<file path="config.mk">
export PLATFORM = sky130hd
export DESIGN_NAME = uart_rx_8n1
export DESIGN_NICKNAME = d
export VERILOG_FILES = /design/src/rtl/uart_rx_8n1.sv
export SDC_FILE = /design/constraint.sdc
export NUM_CORES = 1
export LEC_CHECK = 0
export ABC_AREA = 1
export CAP_MARGIN = 15
export CORE_UTILIZATION = 45
export DETAILED_ROUTE_END_ITERATION = 8
export PLACE_DENSITY = 0.65
export REMOVE_ABC_BUFFERS = 1
export SETUP_SLACK_MARGIN = 0.15
export SYNTH_ARGS = -nofsm -noshare
export SYNTH_HDL_FRONTEND = slang
export SYNTH_SLANG_ARGS = --single-unit
</file>
<file path="constraint.sdc">
create_clock -name clk -period 1.55 [get_ports clk]
set_input_delay 0.31 -clock clk [delete_from_list [all_inputs] [get_ports clk]]
set_output_delay 0.31 -clock clk [all_outputs]
set_load 0.01 [all_outputs]
</file>
<file path="src/rtl/uart_rx_8n1.sv">
`default_nettype none
// +--------------------------------------------------------------------------+
// | Module      : uart_rx_8n1                                                |
// | Description : Receive-only 8N1 UART. Oversamples the asynchronous rx     |
// |               line with the system clock and recovers one byte per frame.|
// |               A good frame updates rxbyte and pulses rxdone. A low stop   |
// |               bit pulses rxerr, and the receiver then waits for the line  |
// |               to return high.                                            |
// | Ports       : clk     in   system clock, rising edge                      |
// |               rst_n   in   asynchronous active-low reset                  |
// |               rx      in   serial line, idle high, asynchronous to clk    |
// |               rxbyte  out  [7:0] last correctly framed byte              |
// |               rxdone  out  one-cycle strobe when rxbyte is updated       |
// |               rxerr   out  one-cycle strobe on a framing error           |
// |               rxbusy  out  high whenever the receiver is not idle        |
// | Revision    : 1.0  initial release                                       |
// +--------------------------------------------------------------------------+
module uart_rx_8n1 #(
  parameter int CLKS_PER_BIT = 16
) (
  input  logic       clk,
  input  logic       rst_n,
  input  logic       rx,
  output logic [7:0] rxbyte,
  output logic       rxdone,
  output logic       rxerr,
  output logic       rxbusy
);

  localparam int c_HALF = CLKS_PER_BIT / 2;
  localparam int c_CW   = $clog2(CLKS_PER_BIT);

  // Counter terminal values: the start bit is checked half a bit in,
  // every later bit one full bit period after the previous sample.
  localparam logic [c_CW-1:0] c_HALF_M1 = c_CW'(c_HALF - 1);
  localparam logic [c_CW-1:0] c_FULL_M1 = c_CW'(CLKS_PER_BIT - 1);

  typedef enum logic [2:0] {
    S_IDLE  = 3'd0,
    S_START = 3'd1,
    S_DATA  = 3'd2,
    S_STOP  = 3'd3,
    S_BREAK = 3'd4
  } state_t;

  state_t            r_state;
  logic              r_rx_s1;
  logic              r_rx_s2;
  logic [c_CW-1:0]   r_cnt;
  logic [2:0]        r_bitn;
  logic [7:0]        r_sh;
  logic [7:0]        r_rxbyte;
  logic              r_rxdone;
  logic              r_rxerr;
  logic              r_rxbusy;

  // Two-flop synchronizer; reset high so a reset never looks like a start edge.
  always_ff @(posedge clk or negedge rst_n) begin
    if (!rst_n) begin
      r_rx_s1 <= 1'b1;
      r_rx_s2 <= 1'b1;
    end else begin
      r_rx_s1 <= rx;
      r_rx_s2 <= r_rx_s1;
    end
  end

  always_ff @(posedge clk or negedge rst_n) begin
    if (!rst_n) begin
      r_state  <= S_IDLE;
      r_cnt    <= '0;
      r_bitn   <= 3'd0;
      r_sh     <= 8'h00;
      r_rxbyte <= 8'h00;
      r_rxdone <= 1'b0;
      r_rxerr  <= 1'b0;
      r_rxbusy <= 1'b0;
    end else begin
      // Strobes are single-cycle unless re-asserted below.
      r_rxdone <= 1'b0;
      r_rxerr  <= 1'b0;

      case (r_state)
        S_IDLE: begin
          if (!r_rx_s2) begin
            r_state  <= S_START;
            r_cnt    <= '0;
            r_rxbusy <= 1'b1;
          end
        end

        S_START: begin
          if (r_cnt == c_HALF_M1) begin
            r_cnt <= '0;
            if (!r_rx_s2) begin
              r_state <= S_DATA;
              r_bitn  <= 3'd0;
            end else begin
              // Line went back high before mid-bit: treat as a glitch.
              r_state  <= S_IDLE;
              r_rxbusy <= 1'b0;
            end
          end else begin
            r_cnt <= r_cnt + c_CW'(1);
          end
        end

        S_DATA: begin
          if (r_cnt == c_FULL_M1) begin
            r_cnt <= '0;
            // LSB arrives first, so shift in from the top.
            r_sh  <= {r_rx_s2, r_sh[7:1]};
            if (r_bitn == 3'd7) begin
              r_state <= S_STOP;
            end else begin
              r_bitn <= r_bitn + 3'd1;
            end
          end else begin
            r_cnt <= r_cnt + c_CW'(1);
          end
        end

        S_STOP: begin
          if (r_cnt == c_FULL_M1) begin
            r_cnt <= '0;
            if (r_rx_s2) begin
              r_rxbyte <= r_sh;
              r_rxdone <= 1'b1;
              r_state  <= S_IDLE;
              r_rxbusy <= 1'b0;
            end else begin
              // Keep the previous good byte; wait out the low line.
              r_rxerr <= 1'b1;
              r_state <= S_BREAK;
            end
          end else begin
            r_cnt <= r_cnt + c_CW'(1);
          end
        end

        S_BREAK: begin
          if (r_rx_s2) begin
            r_state  <= S_IDLE;
            r_cnt    <= '0;
            r_rxbusy <= 1'b0;
          end
        end

        default: begin
          r_state  <= S_IDLE;
          r_cnt    <= '0;
          r_rxbusy <= 1'b0;
        end
      endcase
    end
  end

  assign rxbyte = r_rxbyte;
  assign rxdone = r_rxdone;
  assign rxerr  = r_rxerr;
  assign rxbusy = r_rxbusy;

endmodule
`default_nettype wire
</file>
==> Word-level counts from Yosys, hierarchy flattened <==
Index checks and enable logic that the tools add are counted.
{ "totals": {"out_inout_bits": 11, "word_cells": 67, "inputBits": 3, "regBits": 31} }
{ "op_classes": {"n_eq_ne": 15, "reduce_logical": 9, "n_addsub": 2, "bitwise": 1, "mux": 30} }
{ "ops": {"columns": ["operator", "n"], "rows": [
  ["3-bit 2-to-1 mux", 11],
  ["4-bit 2-to-1 mux", 4],
  ["2-bit inequality test, second input constant", 8],
  ["4-bit one-hot mux with 4 select lines", 1],
  ["3-bit one-hot mux with 5 select lines", 1],
  ["1-bit 2-to-1 mux", 10],
  ["3-bit by 2-bit equality test with 1-bit output, second input constant", 2],
  ["3-bit equality test, second input constant", 2],
  ["3-bit one-hot mux with 2 select lines", 1],
  ["6-bit AND reduction", 1],
  ["1-bit one-hot mux with 5 select lines", 1],
  ["5-bit AND reduction", 1],
  ["4-bit by 1-bit adder with 4-bit output, second input constant", 1],
  ["4-bit by 3-bit equality test with 1-bit output, second input constant", 1],
  ["4-bit equality test, second input constant", 1],
  ["2-bit AND reduction", 2],
  ["4-bit AND reduction", 1],
  ["3-bit by 1-bit adder with 3-bit output, second input constant", 1],
  ["3-bit by 1-bit equality test with 1-bit output, second input constant", 1],
  ["3-bit logical NOT", 1],
  ["3-bit AND reduction", 1],
  ["2-bit 2-to-1 mux", 1],
  ["2-bit nonzero test", 1],
  ["2-bit OR reduction", 1],
  ["1-bit inverter", 1]
]} }

==> Logic depth before layout (Yosys ltp) <==
Gate-level depths: netlist (run 1).
{ "depth": {"ltp_word": 4, "ltp_mapped": 8} }

==> Worst setup path before layout (run 1) <==
No wires, ideal clock.
{ "synth_timing": {"path_type": "register to register", "startpoint": "reg r_cnt[0]", "endpoint": "reg r_rxbyte[5], in the netlist rxbyte[5]", "setup_slack_ps": 267, "arrival_time_ps": 1164, "synth_period_minus_slack_ps": 1283, "setup_time_ps": 118, "stages_incl_launch_ff": 8, "path_cell_list": "dfrtp_1 -> ha_1 -> nand2_1 -> nor2_4 -> nand3_2 -> buf_6 -> nand2_1 -> o21ai_2"} }
{ "synth_via": {"elab_chain_cells": 2} }
{ "synth_rtl": {"columns": ["item", "line", "rtl"], "rows": [
  ["start, declared", "49", "logic [c_CW-1:0] r_cnt;"],
  ["start signal, assigned", "104", "r_cnt <= r_cnt + c_CW'(1);"],
  ["start signal, assigned", "119", "r_cnt <= r_cnt + c_CW'(1);"],
  ["start signal, assigned", "137", "r_cnt <= r_cnt + c_CW'(1);"],
  ["4-bit equality test", "124", "if (r_cnt == c_FULL_M1) begin"],
  ["3-bit AND reduction (no source line)", null, null],
  ["end signal, assigned", "127", "r_rxbyte <= r_sh;"],
  ["end, declared", "52", "logic [7:0] r_rxbyte;"]
]} }
Every way passes these cells.
A chain may end at the register's enable or synchronous reset.

==> Worst setup path in the final report (run 1) <==
{ "layout_timing": {"startpoint": "reg r_cnt[1]", "endpoint": "reg r_state[1]"} }
{ "layout_via": {"elab_chain_cells": 3} }
{ "layout_rtl": {"columns": ["item", "line", "rtl"], "rows": [
  ["4-bit equality test or 4-bit by 3-bit equality test with 1-bit output (tied branches)", "109, 124, 93", null],
  ["2-bit inequality test (no source line)", null, null],
  ["6-bit AND reduction (no source line) *", null, null],
  ["end signal, assigned", "114", "r_state <= S_STOP;"],
  ["end signal, assigned", "129", "r_state <= S_IDLE;"],
  ["end signal, assigned", "134", "r_state <= S_BREAK;"],
  ["end, declared", "46", "state_t r_state;"]
]} }
Every way passes the cells marked *; elsewhere a longest branch is shown, timed or not.

==> results of run 1 <==
==> cells by family (layout without fill, tap and decap cells) <==
kind of cell | Yosys count | count (layout) | share of synthesized area
and+or+nand+nor | 79 | 79 | 0.236
adders and majority gates | 3 | 3 | 0.0256
buffers and inverters | 25 | 50 | 0.0742
DFF | 31 | 31 | 0.530
AOI/OAI and AO/OA | 27 | 27 | 0.134
==> power by group through the flow <==
stage | Sequential [µW] | Combinational, µW | Clock [µW]
final | 978 | 679 | 661
after global routing | 992 | 768 | 720
after CTS | 968 | 613 | 684
after detailed placement | 983 | 597 | 0
after global placement | 978 | 586 | 0
after floorplan | 972 | 447 | 0
==> routing by layer <==
metal	up-vias	routed length [µm]	track usage
met5	-	0	0
met4	0	54	0.0816
met3	7	92	0.0655
met2	14	1230	0.278
met1	499	1190	0.200
li1	574	-	-
==> placed cells by master (no fill, tap or decap), types with 3 or more instances in the layout <==
master | netlist | layout
nand2_1 | 45 | 44
dfrtp_1 | 29 | 29
inv_1 | 20 | 19
o21ai_2 | 16 | 15
nor2_1 | 14 | 14
dlygate4sd2_1 | 0 | 11
nand3_1 | 10 | 9
o21ai_0 | 7 | 7
clkbuf_4 | 0 | 5
inv_2 | 3 | 4
buf_4 | 0 | 4
nand4_1 | 3 | 3
a21oi_1 | 3 | 3
==> metrics by stage <==
step / instance area [µm²] / utilization
2_1_floorplan: 1450 / -
3_3_place_gp: 1670 / 0.543
3_5_place_dp: 1670 / 0.543
4_1_cts: 1760 / 0.570
5_1_grt: 1810 / 0.587
6_report: 1810 / 0.587
==> worst reg2reg max path: cells and delay by family (launching register included) <==
kind            cells  cell delay [ps]
flops               1              400
simple gates        4              390
compound gates      1              310
fa+ha+maj           1              160
==> state kept, by name, indices dropped and copies added (netlist names) <==
signal / flops
r_rx_s2: 1
rxbyte: 8
r_cnt: 4
r_sh: 8
r_rx_s1: 1
r_state: 3
rxdone: 1
rxerr: 1
rxbusy: 1
r_bitn: 3
==> area by class of cell <==
class | count | area [µm²]
inverter | 23 | 86.3
fill | 270 | 1270
tap | 44 | 55.1
sequential | 31 | 778
timing repair buffer | 19 | 186
multi-input combinational | 109 | 613
clock inverter | 2 | 35.0
clock buffer | 6 | 51.3
==> worst min path at each step <==
stage / cells after the start / from / end
after global routing: 2 / rst_n / rxbyte[1]
after CTS: 2 / rst_n / rxbyte[1]
final: 2 / rst_n / rxbyte[1]
after global placement: 0 / r_rx_s1 / r_rx_s2
after floorplan: 0 / rst_n / r_bitn[0]
after detailed placement: 0 / r_rx_s1 / r_rx_s2
==> timing repair <==
action                                  4_1_cts  5_1_grt
cloned                                        0        0
hold buffers                                  0        0
buffers inserted                              0        4
resized for setup                            14        4
pin swaps                                     2        3
endpoints found under the setup margin       21       19
endpoints found under the hold margin         0        0
==> key figures, run 1 <==
Run status
  • Status: finished clean

Job
  • Max Cap Viol: 0

Clock network
  • Inserted Clock Buffers: 5
  • CTS Buffer Depth: 2
  • CTS sink count: 31
  • Worst skew pair latency: 330 ps
  • H-tree Lvls: 2
  • CTS tree: yes
  • Clock root buffer: clkbuf_4
  • Clock-pin slew on the worst setup and hold paths: 100 ps

STA
  • RSZ-0062 raised after global routing: true
  • Hold WS: 329 ps
  • Crit share post-route: 0.876
  • Fin worst setup slack: 192 ps
  • Final Skew: 6.04 ps
  • Final Max Slew Viols: 0
  • Post-route minimum period: 1360 ps
  • Final Hold Viols: 0
  • Maximum clock rate: 736 MHz
  • TNS Setup: 0 ps
  • Worst slew margin: 0.800
  • Worst-Margin Slew: 297 ps
  • Setup Viol. Count Final: 0

Critical path
  • Family with the most delay on the worst path: flip-flops
  • Critical Path Fanout Max: 5
  • CP Capture Point: r_state[1]
  • Flop2flop setup slack: 190 ps
  • Arrival time worst endpoint: 1590 ps
  • R2r worst-path depth: 6
  • WS Path Type: register to register
  • Critical path depth: 6
  • Worst path max stage delay: 400 ps
  • Worst r2r src: r_cnt[1]
  • Crit path buf inv count: 0
  • Worst Path Required: 1780 ps
  • CP Cell Sequence: ha_4 -> nand3_1 -> o21ai_0 -> nand3_1 -> nand2_1 -> nand2_1
  • Worst setup path startpoint: r_cnt[1]
  • R2R Path End: r_state[1]
  • Slowest-stage cell, CP: dfrtp_1
  • Crit path launch type: register
  • Worst Setup End Kind: register

Power and ir drop
  • Gate power share: 0.293
  • Power Dens Cells: 1280 nW/µm²
  • Sw Pwr: 784 µW
  • Final Power: 2320 µW
  • Pint: 1530 µW
  • Pleak: 0.000946 µW
  • IR drop worst, VDD: 939 µV
  • Clock network power share: 0.285
  • Sequential Power Share: 0.422
  • Switching part of the total power: 0.338

Finish
  • Synth-to-Final Area Change: 23.0%
  • Final std cells w/o fill: 234
  • Antenna cells: 0
  • Layout cells sized above 1: 0.232
  • Nets: 195

Place
  • Buffers on Ports: 13
  • Routability cong.: 0.823
  • DP HPWL: 1750 µm
  • Pre-CTS setup slack: 137 ps
  • Placed Cells: 222

Yosys
  • Dominant cell type by area after synthesis: dfrtp_1
  • Register area share after synthesis: 0.530
  • Synth Register Bits: 31
  • Top_reg_cell synth: dfrtp_1
  • Syn avg cell area: 8.89 µm²
  • Post-synth top area share: 0.494
  • Most numerous cell in the Yosys netlist: nand2_1
  • Synth warn: 0
  • Post-Synthesis Cells: 165
  • Ys async rst share: 1.00
  • Number of flops mapped to enable cells by yosys: 0
  • Most instantiated cells after synthesis: nand2_1, dfrtp_1, inv_1, o21ai_2, nor2_1
  • Netlist Area Pre-Place: 1470 µm²
  • Synth top area cells: dfrtp_1, nand2_1, o21ai_2, inv_1, dfstp_2
  • Synth cell types: 20

Global routing
  • Gr ovfl total: 0
  • Vias in the first global route: 1006
  • GR Util All Layers: 0.172
  • Initial antenna violation count: 0
  • Largest net degree at the start of global routing: 32
  • First-pass GRT wire length: 4280 µm

Route
  • Routed vias/inst: 4.68
  • Vias post-DR: 1094
  • DRT Pass-1 Iters: 4
  • Post-route ant nets: 0
  • # DRC: 0
  • Routed wire length: 2570 µm
  • Starting DRT DRC Count: 46
  • Drt wl/cell: 11.0 µm

Die
  • Die area: 3490 µm²
  • # rows: 20
  • Starting Density: 0.477
  • Die height: 59.1 µm
  • Die width: 59.1 µm
  • # IOs: 14
  • CORE AREA: 3080 µm²

Min path
  • Hold Path Class: input port to async pin
No activity file was read; power rests on OpenSTA's default activity.
==> run 2: changes to the inputs <==
Settings changed: CORE_MARGIN set to 2.
==> key figures, run 2 (same netlist as run 1, synthesis figures left out) <==
Finish
  • Leading cell type in the layout, fill and taps excluded: nand2_1
  • Nets: 197
  • Antenna cells: 0
  • Register Area: 778 µm²
  • Most frequent cells in the layout: nand2_1, dfrtp_1, inv_1
  • Synth-to-Final Area Change: 21.0%
  • Layout cells sized above 1: 0.245
  • Layout fillers: 304
  • Area of the multi-input gates: 626 µm²

Route
  • Vias post-DR: 1138
  • Routed wire length: 2660 µm
  • DRT Pass-1 Iters: 4
  • Post-route ant nets: 0
  • # DRC: 0
  • Starting DRT DRC Count: 57
  • Drt wl/cell: 11.3 µm
  • Routed vias/inst: 4.82

Critical path
  • Crit path launch type: register
  • Family with the most delay on the worst path: flip-flops
  • Worst r2r src: r_bitn[0]
  • Flop2flop setup slack: 200 ps
  • CP Cell Sequence: ha_1 -> ha_1 -> inv_2 -> nand2_1 -> nand2_1 -> nand3_2 -> nand2_1 -> nand2_1
  • R2r worst-path depth: 8
  • Slowest-stage cell, CP: dfrtp_1
  • WS Path Type: register to register
  • Crit path buf inv count: 1
  • Worst Setup End Kind: register
  • Worst path max stage delay: 400 ps
  • R2R Path End: r_bitn[2]
  • Arrival time worst endpoint: 1580 ps
  • CP dominant cell by count: nand2_1
  • Critical Path Fanout Max: 3
  • Worst Path Required: 1780 ps

Place
  • Routability cong.: 0.839
  • Buffers on Ports: 13
  • DP HPWL: 1930 µm

Die
  • Die width: 61.1 µm
  • Die height: 61.1 µm
  • Starting Density: 0.477
  • Die area: 3730 µm²
  • # rows: 20
  • # IOs: 14
  • CORE AREA: 3080 µm²

STA
  • Worst-Margin Slew: 266 ps
  • Post-route minimum period: 1350 ps
  • Maximum clock rate: 738 MHz
  • Setup Viol. Count Final: 0
  • Hold WS: 300 ps
  • TNS Setup: 0 ps
  • RSZ-0062 raised after global routing: true
  • Final Hold Viols: 0
  • Final Max Slew Viols: 0
  • Crit share post-route: 0.874
  • Final Skew: 5.14 ps
  • Worst slew margin: 0.822

Global routing
  • GRT met2 Usage: 0.264
  • Largest net degree at the start of global routing: 20
  • Gr ovfl total: 0
  • GR Util All Layers: 0.166
  • Vias in the first global route: 1041
  • Initial antenna violation count: 0
  • GR peak layer: met2
  • Met1 GRT Util: 0.194
  • First-pass GRT wire length: 4430 µm
  • Met3 usage: 0.0567

Clock network
  • Worst skew pair latency: 330 ps
  • Clock root buffer: clkbuf_4
  • Clock-pin slew on the worst setup and hold paths: 90 ps
  • CTS tree: yes
  • H-tree Lvls: 2
  • CTS Buffer Depth: 2
  • CTS sink count: 31
  • Inserted Clock Buffers: 5

Power and ir drop
  • IR drop worst, VDD: 835 µV
  • Final Power: 2130 µW
  • Power Dens Cells: 1200 nW/µm²
  • Pleak: 0.000939 µW

Run status
  • Status: finished clean

Job
  • Max Cap Viol: 0

Min path
  • Hold Path Class: input port to async pin
run 2: cell count changes in the layout (fill, tap and decap cells not counted), moves of 2 or more:
cell	change
buf_4	+3
nor2_1	-3
nor2_2	+3
buf_12	-2
clkbuf_1	+2
o21ai_0	-2
o21ai_1	+2
run 2: timing repair:
action                     in CTS  in global routing
setup endpoints to repair      19                 17
gates resized for setup        12                 13
cloned                          0                  0
hold buffers                    0                  0
setup buffers                   0                  4
pin swaps                       0                  3
run 2: where the power goes:
part	total [µW]	internal, µW	switching [µW]
registers	981	891	90.4
clock network	446	176	269
logic	705	275	430
run 2: worst max-delay path by stage:
stage               from        end  slack, ps  cells past startpoint
6_report       r_bitn[0]  r_bitn[2]        200                      8
2_1_floorplan   r_cnt[0]  rxbyte[1]        210                      6
4_1_cts         r_cnt[0]     rxbusy        140                      8
3_3_place_gp    r_cnt[0]    r_sh[1]        170                      6
3_5_place_dp    r_cnt[0]    r_sh[1]        150                      6
5_1_grt          r_rx_s2   r_cnt[0]        120                      6
run 2: routing by layer:
layer  vias up  routed length [µm]
met4         0                  61
li1        580                   -
met2        20                1320
met1       530                1150
met3         8                 127
met5         -                   0
run 2: layout make-up:
type | count | share of cell area
repair buffers | 21 | 0.101
clock buffers | 7 | 0.0254
flip-flops and latches | 31 | 0.438
clock inverters | 1 | 0.00282
inverters | 23 | 0.0486
multi-input cells | 109 | 0.352
well taps | 44 | 0.0310
run 2: stage by stage:
stage                     utilization  cells  setup WS (ps)  instance area, µm²
after floorplan                     -    163            209                1450
after global placement          0.539    224            166                1660
after detailed placement        0.539    224            147                1660
after CTS                       0.553    232            141                1700
after global routing            0.577    236            124                1780
final                           0.577    236            195                1780
==> run 3: changes to the inputs <==
Settings changed: HOLD_SLACK_MARGIN set to 0.05, SETUP_SLACK_MARGIN 0.15 to 0.02.
==> key figures, run 3 (same netlist as run 1, synthesis figures left out) <==
Critical path
  • Worst path max stage delay: 370 ps
  • Crit path buf inv count: 0
  • R2r worst-path depth: 8
  • Critical Path Fanout Max: 4
  • Worst Path Required: 1780 ps
  • Family with the most delay on the worst path: simple AND/OR/NAND/NOR gates
  • Critical path depth: 8
  • CP dominant cell by count: nand2_1
  • Arrival time worst endpoint: 1640 ps
  • Flop2flop setup slack: 140 ps
  • Crit path launch type: register
  • Worst Setup End Kind: register
  • Slowest-stage cell, CP: dfrtp_1
  • CP Cell Sequence: ha_1 -> nand2_1 -> nor2_4 -> nor2_1 -> nor2_2 -> nand3_1 -> nand2_1 -> nand2_1
  • WS Path Type: register to register

Min path
  • Hold Path Class: input port to async pin

Clock network
  • Hold Buf Count CTS: 0
  • Post-CTS setup buffers: 0
  • CTS Buffer Depth: 2
  • CTS sink count: 31
  • Inserted Clock Buffers: 5
  • Clock root buffer: clkbuf_4
  • CTS tree: yes
  • H-tree Lvls: 2
  • Clock-pin slew on the worst setup and hold paths: 90 ps
  • Worst skew pair latency: 330 ps

Die
  • # rows: 20
  • Die height: 61.1 µm
  • Die width: 61.1 µm
  • CORE AREA: 3080 µm²
  • Starting Density: 0.477
  • # IOs: 14
  • Die area: 3730 µm²

Finish
  • Register Area: 778 µm²
  • Nets: 193
  • Antenna cells: 0
  • Final std cells w/o fill: 232
  • Finished Core Util: 0.555
  • Synth-to-Final Area Change: 16.5%
  • Leading cell type in the layout, fill and taps excluded: nand2_1
  • Area of the multi-input gates: 586 µm²
  • Layout cells sized above 1: 0.191
  • Layout fillers: 313
  • Most frequent cells in the layout: nand2_1, dfrtp_1, inv_1

Global routing
  • Initial antenna violation count: 0
  • GR Util All Layers: 0.166
  • Gr ovfl total: 0
  • First-pass GRT wire length: 4430 µm
  • Vias in the first global route: 1041
  • Largest net degree at the start of global routing: 20

STA
  • Post-route minimum period: 1410 ps
  • Worst-Margin Slew: 410 ps
  • Worst slew margin: 0.726
  • TNS Setup: 0 ps
  • Final Skew: 2.96 ps
  • Setup Viol. Count Final: 0
  • RSZ-0062 raised after global routing: false
  • Fin worst setup slack: 143 ps
  • Crit share post-route: 0.908
  • Final Hold Viols: 0
  • Maximum clock rate: 710 MHz
  • Final Max Slew Viols: 0

Route
  • Post-route ant nets: 0
  • Starting DRT DRC Count: 60
  • # DRC: 0
  • DRT Pass-1 Iters: 4
  • Routed wire length: 2570 µm
  • Routed vias/inst: 4.75
  • Vias post-DR: 1101
  • Drt wl/cell: 11.1 µm

Place
  • Buffers on Ports: 13
  • DP HPWL: 1930 µm
  • Pre-CTS setup slack: 147 ps
  • Routability cong.: 0.839
  • Placed Cells: 224

Job
  • Max Cap Viol: 0

Power and ir drop
  • Power Dens Cells: 1170 nW/µm²
  • IR drop worst, VDD: 733 µV
  • Pleak: 0.000930 µW

Run status
  • Status: finished clean
-- run 3: timing repair --
| action | CTS | global route |
|---|---|---|
| setup endpoints to repair | 9 | 5 |
| resized for setup | 9 | 3 |
| pin swaps | 0 | 0 |
-- run 3: path summary, 6_finish.rpt --
path / from / endpoint
setup / recovery: r_cnt[1] / rxbusy
hold / removal: rst_n / rxbusy
min in group clk: r_rx_s1 / r_rx_s2
max in group asynchronous: rst_n / r_rx_s2
setup reg to reg: r_cnt[1] / rxbusy
hold reg to reg: r_rx_s1 / r_rx_s2
-- run 3: cell type report --
class,instances,area share
well taps,44,0.0322
multi-input cells,109,0.343
repair buffers,17,0.0900
inverters,23,0.0505
clock inverters,1,0.00293
flip-flops and latches,31,0.455
clock buffers,7,0.0264
-- run 3: power by group --
part	internal, µW	total (µW)	switching [µW]
registers	891	968	76.7
clock network	176	443	267
logic	208	594	386
-- run 3: per-layer routing --
metal  global-route usage  wire length (µm)
met5                    0                 0
met4               0.0963                61
met3               0.0567               117
met2                0.264              1190
met1                0.194              1200
-- run 3: metrics by stage --
| stage | total power (µW) | cell area, µm² | hold WS [ps] |
|---|---|---|---|
| 2_1_floorplan | 1420 | 1450 | 14.4 |
| 3_3_place_gp | 1560 | 1660 | 347 |
| 3_5_place_dp | 1580 | 1660 | 347 |
| 4_1_cts | 2030 | 1700 | 295 |
| 5_1_grt | 2170 | 1710 | 308 |
| 6_report | 2010 | 1710 | 300 |
